## src/rtl/vram_arb.sv

```systemverilog
// VRAM arbiter: shares one VRAM port between the display line fetcher and a
// pixel writer. The fetcher has priority; once a line request is taken the
// writer is stalled until the whole line is in the line buffer.
//
// Timeline for a request seen in cycle N:
//   N+1 .. N+LINE_LEN    FETCH: one VRAM read per cycle
//   N+2 .. N+LINE_LEN+1  line-buffer writes (read data arrives a cycle late)
//   N+LINE_LEN+1         LAST: final line-buffer write, o_line_done pulse

module vram_arb #(
   parameter int unsigned ADDR_W   = 15,
   parameter int unsigned DATA_W   = 12,
   parameter int unsigned LINE_LEN = 160,
   parameter int unsigned LB_W     = 8
) (
   input  logic              i_clk,
   input  logic              i_rst_n,
   input  logic              i_line_req,
   input  logic [ADDR_W-1:0] i_line_base,
   input  logic              i_wr_valid,
   input  logic [ADDR_W-1:0] i_wr_addr,
   input  logic [DATA_W-1:0] i_wr_data,
   output logic              o_wr_ready,
   output logic [ADDR_W-1:0] o_ram_addr,
   output logic              o_ram_we,
   output logic [DATA_W-1:0] o_ram_wdata,
   input  logic [DATA_W-1:0] i_ram_rdata,
   output logic              o_lb_we,
   output logic [LB_W-1:0]   o_lb_addr,
   output logic [DATA_W-1:0] o_lb_wdata,
   output logic              o_line_done,
   output logic              o_busy,
   output logic              o_ovf
);

   // The index must reach LINE_LEN-1 and also cover every line-buffer address.
   localparam int unsigned IDX_W = (ADDR_W > LB_W) ? ADDR_W : LB_W;
   localparam logic [IDX_W-1:0] IDX_LAST = IDX_W'(LINE_LEN - 1);

   typedef enum logic [1:0] {
      StIdle  = 2'd0,
      StFetch = 2'd1,
      StLast  = 2'd2
   } state_e;

   state_e              state_q, state_d;
   logic [IDX_W-1:0]    idx_q, idx_d;
   logic [ADDR_W-1:0]   base_q, base_d;
   logic                ovf_q, ovf_d;
   logic [ADDR_W-1:0]   ram_addr_q;
   logic                lb_we_q;
   logic [LB_W-1:0]     lb_addr_q;
   logic [1:0]          rst_sync_q;

   logic                run;
   logic                wr_ready;
   logic                ram_we;
   logic [ADDR_W-1:0]   ram_addr;
   logic                fetch_rd;
   logic                line_done;
   logic                busy;

   // Reset release synchronizer: assertion is immediate, release takes two edges.
   always_ff @(posedge i_clk or negedge i_rst_n) begin
      if (!i_rst_n) begin
         rst_sync_q <= 2'b00;
      end else begin
         rst_sync_q <= {rst_sync_q[0], 1'b1};
      end
   end

   assign run = rst_sync_q[1];

   // State, index, latched base and sticky overflow registers.
   always_ff @(posedge i_clk or negedge i_rst_n) begin
      if (!i_rst_n) begin
         state_q <= StIdle;
         idx_q   <= '0;
         base_q  <= '0;
         ovf_q   <= 1'b0;
      end else begin
         state_q <= state_d;
         idx_q   <= idx_d;
         base_q  <= base_d;
         ovf_q   <= ovf_d;
      end
   end

   // Next-state logic and the combinational VRAM port mux.
   always_comb begin
      state_d   = state_q;
      idx_d     = idx_q;
      base_d    = base_q;
      ovf_d     = ovf_q;
      wr_ready  = 1'b0;
      ram_we    = 1'b0;
      ram_addr  = ram_addr_q;
      fetch_rd  = 1'b0;
      line_done = 1'b0;
      busy      = 1'b0;

      case (state_q)
         StIdle: begin
            // Nothing is accepted until the reset synchronizer has released.
            if (run) begin
               if (i_line_req) begin
                  state_d = StFetch;
                  base_d  = i_line_base;
                  idx_d   = '0;
               end else begin
                  wr_ready = 1'b1;
                  if (i_wr_valid) begin
                     ram_we   = 1'b1;
                     ram_addr = i_wr_addr;
                  end
               end
            end
         end

         StFetch: begin
            busy     = 1'b1;
            fetch_rd = 1'b1;
            // Natural ADDR_W-bit overflow gives the required wrap to 0.
            ram_addr = base_q + idx_q[ADDR_W-1:0];
            idx_d    = idx_q + IDX_W'(1);
            if (idx_q == IDX_LAST) begin
               state_d = StLast;
            end
            if (i_line_req) begin
               ovf_d = 1'b1;
            end
         end

         StLast: begin
            busy      = 1'b1;
            line_done = 1'b1;
            state_d   = StIdle;
            if (i_line_req) begin
               ovf_d = 1'b1;
            end
         end

         default: begin
            state_d = StIdle;
         end
      endcase
   end

   // VRAM address is held between accesses so the bus stays quiet when idle.
   always_ff @(posedge i_clk or negedge i_rst_n) begin
      if (!i_rst_n) begin
         ram_addr_q <= '0;
      end else begin
         ram_addr_q <= ram_addr;
      end
   end

   // Line-buffer write trails each VRAM read by one cycle to match RAM latency.
   always_ff @(posedge i_clk or negedge i_rst_n) begin
      if (!i_rst_n) begin
         lb_we_q   <= 1'b0;
         lb_addr_q <= '0;
      end else begin
         lb_we_q <= fetch_rd;
         if (fetch_rd) begin
            lb_addr_q <= idx_q[LB_W-1:0];
         end
      end
   end

   assign o_wr_ready  = wr_ready;
   assign o_ram_we    = ram_we;
   assign o_ram_addr  = ram_addr;
   assign o_ram_wdata = i_wr_data;
   assign o_lb_we     = lb_we_q;
   assign o_lb_addr   = lb_addr_q;
   assign o_lb_wdata  = i_ram_rdata;
   assign o_line_done = line_done;
   assign o_busy      = busy;
   assign o_ovf       = ovf_q;

endmodule

```

## config.mk

```make
export PLATFORM = sky130hd
export DESIGN_NAME = vram_arb
export DESIGN_NICKNAME = d
export VERILOG_FILES = /design/src/rtl/vram_arb.sv
export SDC_FILE = /design/constraint.sdc
export NUM_CORES = 1
export LEC_CHECK = 0
export BUFFER_PORTS_ARGS = -buffer_cell sky130_fd_sc_hd__buf_4
export CORE_ASPECT_RATIO = 1.5
export CORE_UTILIZATION = 55
export CTS_CLUSTER_SIZE = 8
export DETAILED_ROUTE_END_ITERATION = 12
export PLACE_DENSITY = 0.94
export SETUP_SLACK_MARGIN = 0.1
export SYNTH_ARGS = -nofsm -noshare
export SYNTH_HDL_FRONTEND = slang
export SYNTH_SLANG_ARGS = --single-unit
```

## constraint.sdc

```tcl
create_clock -name i_clk -period 6 [get_ports i_clk]
set_clock_uncertainty 0.2 [all_clocks]
set_input_delay 0.6 -clock i_clk [delete_from_list [all_inputs] [get_ports i_clk]]
set_output_delay 0.6 -clock i_clk [all_outputs]
set_load 0.005 [all_outputs]
```

==> flow_metrics.env, run 1 <==
export IMPL_first_iter_violations=274
export IMPL_portBuffers=62
export IMPL_grtUsageTotal_pct=27.9
export IMPL_powerDensity_nw_per_um2=447
export IMPL_min_path_type="in2async"
export IMPL_cp_buffers_inverters=2
export IMPL_ios=111
export IMPL_synth_cell_area_sq_um=3520
export IMPL_drc=0
export IMPL_outcome="complete, no violations"
export IMPL_vdd_ir_drop_max_uv=221
export IMPL_max_slew_margin_rel_pct=45.4
export IMPL_overflow=0
export IMPL_fin_ws_ps=2300
export IMPL_netlist_instances=379
export IMPL_grt_pass1_wl_um=14000
export IMPL_maxCapViolations=0
export IMPL_crit_family="simple AND/OR/NAND/NOR gates"
export IMPL_nNetsFinal=495
export IMPL_antenna_left=0
export IMPL_cts_hold_buf=0
export IMPL_worst_setup_path_start_kind="flop"
export IMPL_synth_distinct_cells=58
export IMPL_syn_nets=456
export IMPL_nFillCells=483
export IMPL_vias=2954
export IMPL_gp_congestion=0.945
export IMPL_cts_sinks=59
export IMPL_slew_viol_final=0
export IMPL_core_area_sq_um=6170
export IMPL_synth_warnings=0
export IMPL_grt_start_max_net_pins=60
export IMPL_setup_tns_ps=0
export IMPL_fmax_mhz=270
export IMPL_slowest_delay_ps=510
export IMPL_drive_above_1_share_pct=22.2
export IMPL_multi_input_area_sq_um=1770
export IMPL_worstPathRequired_ps=5200
export IMPL_worstSkewPairLatency_ps=350
export IMPL_crit_arrival_ps=2900
export IMPL_wl_per_cell_um=16.8
export IMPL_clockBufferDepth=2
export IMPL_p_leak_nw=2.05
export IMPL_post_place_ws_ps=2670
export IMPL_rows=35
export IMPL_cts_max_level=3
export IMPL_initial_utilization_pct=57.1
export IMPL_critical_path_slowest_cell="nand4b_2"
export IMPL_crit_fanout=13
export IMPL_tightestPinTransition_ps=816
export IMPL_die_area_sq_um=6740
export IMPL_synth_edff_count=0
export IMPL_cts_resized=0
export IMPL_worstSetupPathType="reg2out"
export IMPL_clk_pin_slew_ps=80
export IMPL_cts_tree="done"
export IMPL_synth_flop_cell="dfrtp_1"
export IMPL_cts_root_buf="clkbuf_8"
export IMPL_antenna_found_initial=0
export IMPL_endpoint_kind="output port"
export IMPL_place_hpwl_um=5820
export IMPL_postCtsSetupRepairBufs=0
export IMPL_antenna_cells=0
export IMPL_rsz0062_at_grt="no"
export IMPL_seq_area_frac_synth_pct=41.9
export IMPL_hold_viol=0
export IMPL_syn_area_per_cell_sq_um=9.30
export IMPL_vias_per_cell=5.94
export IMPL_ys_ff_latch=59
export IMPL_dr_pass1_iters=5
export IMPL_seqCellArea_sq_um=1480
export IMPL_numCtsBuffers=9
export IMPL_die_h_um=100
export IMPL_async_flop_share_pct=100
export IMPL_fin_util_pct=66.2
export IMPL_post_route_min_period_ps=3700
export IMPL_die_x_um=67.4
export IMPL_drt_total_wl_um=8350
export IMPL_crit_path_cell_trace="inv_1, ha_1, nand4b_2, mux2_1, a222oi_1, nand3_1, buf_4"
export IMPL_area_growth_pct=15.9
export IMPL_final_setup_viol_count=0
export IMPL_finalCritPeriodShare_pct=61.7
export IMPL_grt_pass1_vias=2952
==> report_power, final <==
group | switching, mW | internal [mW] | total [mW]
Sequential | 0.0826 | 0.530 | 0.613
Combinational | 0.433 | 0.364 | 0.798
Clock | 0.171 | 0.245 | 0.416
==> per-stage QoR <==
step | hold WS (ps) | instance area (sq um) | cells | power, mW
after floorplan | 104 | 3520 | 379 | 1.10
after global placement | 131 | 3860 | 481 | 1.37
after detailed placement | 136 | 3860 | 481 | 1.40
after CTS | 134 | 4090 | 497 | 1.83
after global routing | 154 | 4090 | 497 | 1.96
final | 103 | 4090 | 497 | 1.83
==> final cells by class <==
type / instances / share of cell area (%)
Clock buffer: 10 / 3.37
Clock inverter: 6 / 2.17
Inverter: 13 / 1.19
Multi-Input combinational cell: 272 / 43.3
Sequential cell: 59 / 36.1
Tap cell: 74 / 2.27
Timing Repair Buffer: 63 / 11.6
==> registers in the layout, indices dropped and copies added, names as in the netlist <==
name / cells
o_ovf: 1
state_q: 2
ram_addr_q: 15
rst_sync_q: 2
base_q: 15
o_lb_addr: 8
idx_q: 15
o_lb_we: 1
==> layout by cell type, fill, tap and decap left out, types with 3 or more instances in the layout <==
cell,count
a211oi_1,3
a21o_1,4
a21oi_1,14
a21oi_2,3
and3_1,3
buf_4,63
clkbuf_8,10
dfrtp_1,59
ha_1,18
inv_1,13
mux2_2,8
mux2i_1,13
nand2_1,69
nand2b_1,3
nand3_1,9
nand4_1,5
nor2_1,26
nor2b_1,3
nor3_1,9
o211ai_1,3
o21a_1,4
o21ai_0,17
o221ai_1,3
o22ai_1,3
o32ai_1,3
or3_1,4
xnor2_1,10
xor2_1,4
==> routing by layer <==
| layer | up-vias | part of all wire, % | global-route usage (%) |
|---|---|---|---|
| met1 | 1422 | 38 | 33.5 |
| li1 | 1385 | - | - |
| met3 | 29 | 6.7 | 4.77 |
| met2 | 118 | 51 | 44.3 |
| met5 | - | 0 | 0 |
| met4 | 0 | 4.3 | 19.3 |
==> synthesized netlist by cell type (5+ instances only) <==
cell / count / share of area [%]
a21oi_1: 14 / 2.0
buf_4: 25 / 5.3
dfrtp_1: 59 / 42
ha_1: 18 / 6.4
inv_1: 13 / 1.4
mux2_2: 8 / 2.6
mux2i_1: 13 / 3.7
nand2_1: 69 / 7.3
nand3_1: 9 / 1.3
nand4_1: 5 / 0.89
nor2_1: 26 / 2.8
nor3_1: 9 / 1.3
o21ai_0: 17 / 2.4
xnor2_1: 10 / 2.5
==> path summary, 6_finish.rpt <==
kind,start,to,slack [ps],cells past startpoint
setup / recovery,state_q[0]$_DFFE_PN0P_,o_ram_addr[11],2300,7
hold / removal,i_rst_n,ram_addr_q[11]$_DFF_PN0_,100,1
setup reg to reg,state_q[0]$_DFFE_PN0P_,idx_q[11]$_DFFE_PN0P_,3000,7
hold reg to reg,rst_sync_q[0]$_DFF_PN0_,rst_sync_q[1]$_DFF_PN0_,150,0
max in group asynchronous,i_rst_n,idx_q[2]$_DFFE_PN0P_,4990,1
min in group i_clk,rst_sync_q[0]$_DFF_PN0_,rst_sync_q[1]$_DFF_PN0_,150,0
==> kinds of logic (layout without fill, tap and decap cells) <==
family          after synthesis  after routing  synth area share [%]
fa+ha+maj                    19             19                  6.96
buf+inv                      48             92                  7.92
mux                          22             22                  6.57
other cells                   1              1                 0.106
compound gates               74             74                  14.4
flops                        59             59                  41.9
xor+xnor                     14             14                  3.48
simple gates                142            142                  18.7
Note: power is estimated with default switching activity, not from simulation.
==> inputs of run 2 (changes only) <==
Settings changed: CORE_UTILIZATION 55 to 47, PLACE_DENSITY 0.94 to 0.86.
Clock period 6 ns to 3.3 ns, I/O delays scaled along.
==> run 2 against run 1 <==
Against the previous run: combinational power is 99% higher; clock power grew 58%; power is 83% higher; flip-flop and latch count unchanged; first-iteration DRC count increased by 21%; die area up 17%.
==> flow_metrics.env, run 2 (same netlist as run 1, synthesis figures left out) <==
export IMPL_dr_pass1_iters=7
export IMPL_min_path_type="in2reg"
export IMPL_cp_buffers_inverters=1
export IMPL_gp_congestion=0.896
export IMPL_crit_arrival_ps=2580
export IMPL_post_route_min_period_ps=3110
export IMPL_overflow=0
export IMPL_numCtsBuffers=9
export IMPL_ios=111
export IMPL_post_place_ws_ps=376
export IMPL_critical_path_slowest_cell="dfrtp_1"
export IMPL_vias_per_cell=5.73
export IMPL_place_hpwl_um=6120
export IMPL_reg2reg_depth=6
export IMPL_crit_start="idx_q[7]$_DFFE_PN0P_"
export IMPL_fin_hold_ws_ps=18.9
export IMPL_grt_start_max_net_pins=60
export IMPL_wl_met2_um=4570
export IMPL_wl_per_cell_um=16.5
export IMPL_crit_fanout=7
export IMPL_vias=3116
export IMPL_portBuffers=62
export IMPL_grt_pass1_wl_um=14500
export IMPL_vdd_ir_drop_max_uv=310
export IMPL_crit_path_cell_trace="ha_1, a21oi_1, o21a_1, nor3_1, a211o_1, a221o_1, buf_4"
export IMPL_final_setup_viol_count=0
export IMPL_nNetsFinal=516
export IMPL_outcome="complete, no violations"
export IMPL_tightestPinTransition_ps=750
export IMPL_cts_max_level=3
export IMPL_initial_utilization_pct=48.8
export IMPL_maxCapViolations=0
export IMPL_endpoint_kind="output port"
export IMPL_drc=0
export IMPL_mostFrequentLayoutCells="nand2_1 (69), buf_4 (69), dfrtp_1 (59), nor2_1 (26)"
export IMPL_setup_tns_ps=0
export IMPL_grt_pass1_vias=3142
export IMPL_first_iter_violations=331
export IMPL_r2r_start="state_q[1]$_DFFE_PN0P_"
export IMPL_area_growth_pct=23.3
export IMPL_die_h_um=108
export IMPL_grtUsageTotal_pct=24.3
export IMPL_antenna_left=0
export IMPL_cts_sinks=59
export IMPL_worst_path_stages=7
export IMPL_drt_total_wl_um=8950
export IMPL_fin_ws_ps=187
export IMPL_powerDensity_nw_per_um2=771
export IMPL_top_layer="met4"
export IMPL_critPathCapture="o_ram_addr[14]"
export IMPL_max_slew_margin_rel_pct=50.0
export IMPL_reg_largest_list="base_q: 15 flops, idx_q: 15 flops, ram_addr_q: 15 flops"
export IMPL_die_area_sq_um=7860
export IMPL_hold_viol=0
export IMPL_clockBufferDepth=2
export IMPL_rows=38
export IMPL_antenna_found_initial=0
export IMPL_r2r_end="idx_q[9]$_DFFE_PN0P_"
export IMPL_cts_root_buf="clkbuf_8"
export IMPL_core_area_sq_um=7230
export IMPL_antenna_cells=0
export IMPL_slew_viol_final=0
export IMPL_p_leak_nw=2.15
export IMPL_worst_setup_path_start_kind="flop"
export IMPL_worstSetupPathType="reg2out"
export IMPL_r2r_slack_ps=720
export IMPL_slowest_delay_ps=450
export IMPL_wl_met1_um=3490
export IMPL_rsz0062_at_grt="no"
export IMPL_finalCritPeriodShare_pct=94.3
export IMPL_dr_wl_met3_um=534
export IMPL_worstSkewPairLatency_ps=350
export IMPL_drive_above_1_share_pct=23.6
export IMPL_worstPathRequired_ps=2770
export IMPL_cts_tree="done"
export IMPL_clk_pin_slew_ps=70
export IMPL_crit_family="compound AO/OA/AOI/OAI gates"
export IMPL_fmax_mhz=321
export IMPL_die_x_um=72.7
run 2: cell types whose count changed in the layout (fill, tap and decap cells not counted), sizes merged:
| cell | change |
|---|---|
| dlygate4sd3 | +15 |
| clkbuf | +1 |
| buf | +6 |
| clkinvlp | -1 |
| clkinv | +1 |
| bufinv | -1 |
run 2: power by group:
group	internal [mW]	switching [mW]	leakage (nW)	total, mW
Clock	0.365	0.292	0.0991	0.657
Sequential	0.964	0.139	0.754	1.10
Combinational	0.728	0.861	1.30	1.59
Total	2.06	1.29	2.15	3.35
run 2: per-stage QoR:
| stage | instances | utilization, % | power [mW] | cell area, sq um |
|---|---|---|---|---|
| 3_3_place_gp | 512 | 54.4 | 2.53 | 3930 |
| 5_1_grt | 544 | 60.1 | 3.56 | 4350 |
| 6_report | 544 | 60.1 | 3.35 | 4350 |
| 3_5_place_dp | 512 | 54.4 | 2.59 | 3930 |
| 4_1_cts | 544 | 59.4 | 3.29 | 4290 |
| 2_1_floorplan | 379 | - | 2.01 | 3520 |
run 2: per-layer routing:
metal	vias to the layer above	GRT usage, %
li1	1428	-
met1	1513	28.3
met2	142	41.1
met3	33	4.75
met4	0	14.4
met5	-	0
run 2: final cells by class:
class	instances	area [sq um]
Sequential cell	59	1480
Fill cell	630	2880
Clock buffer	11	141
Clock inverter	5	52.6
Multi-Input combinational cell	272	1830
Timing Repair Buffer	84	668
Inverter	13	48.8
Tap cell	100	125
run 2: worst min-delay path by stage:
stage                                  from                       to  slack, ps  cells after the start
finish                       i_line_base[1]    base_q[1]$_DFFE_PN0P_         20                      3
global route                 i_line_base[1]    base_q[1]$_DFFE_PN0P_         20                      3
detailed placement  rst_sync_q[0]$_DFF_PN0_  rst_sync_q[1]$_DFF_PN0_        130                      0
CTS                          i_line_base[1]    base_q[1]$_DFFE_PN0P_          3                      3
global placement    rst_sync_q[0]$_DFF_PN0_  rst_sync_q[1]$_DFF_PN0_        130                      0
floorplan                           i_rst_n    base_q[0]$_DFFE_PN0P_       -170                      0
run 2: repair_timing:
item                                   in CTS  in global routing
pin swaps                                   1                  2
gates resized for setup                     3                  8
setup buffers                               1                  0
setup endpoints to repair                   4                  6
cloned                                      0                  0
endpoints found under the hold margin      73                  0
hold buffers                               15                  0
run 2: worst register-to-register path, stage by stage, from the launching register on:
cell      delay (ps)
dfrtp_1          400
inv_1             90
ha_1             420
and2b_1          430
o211ai_1         360
or3_1            440
a21oi_1          170
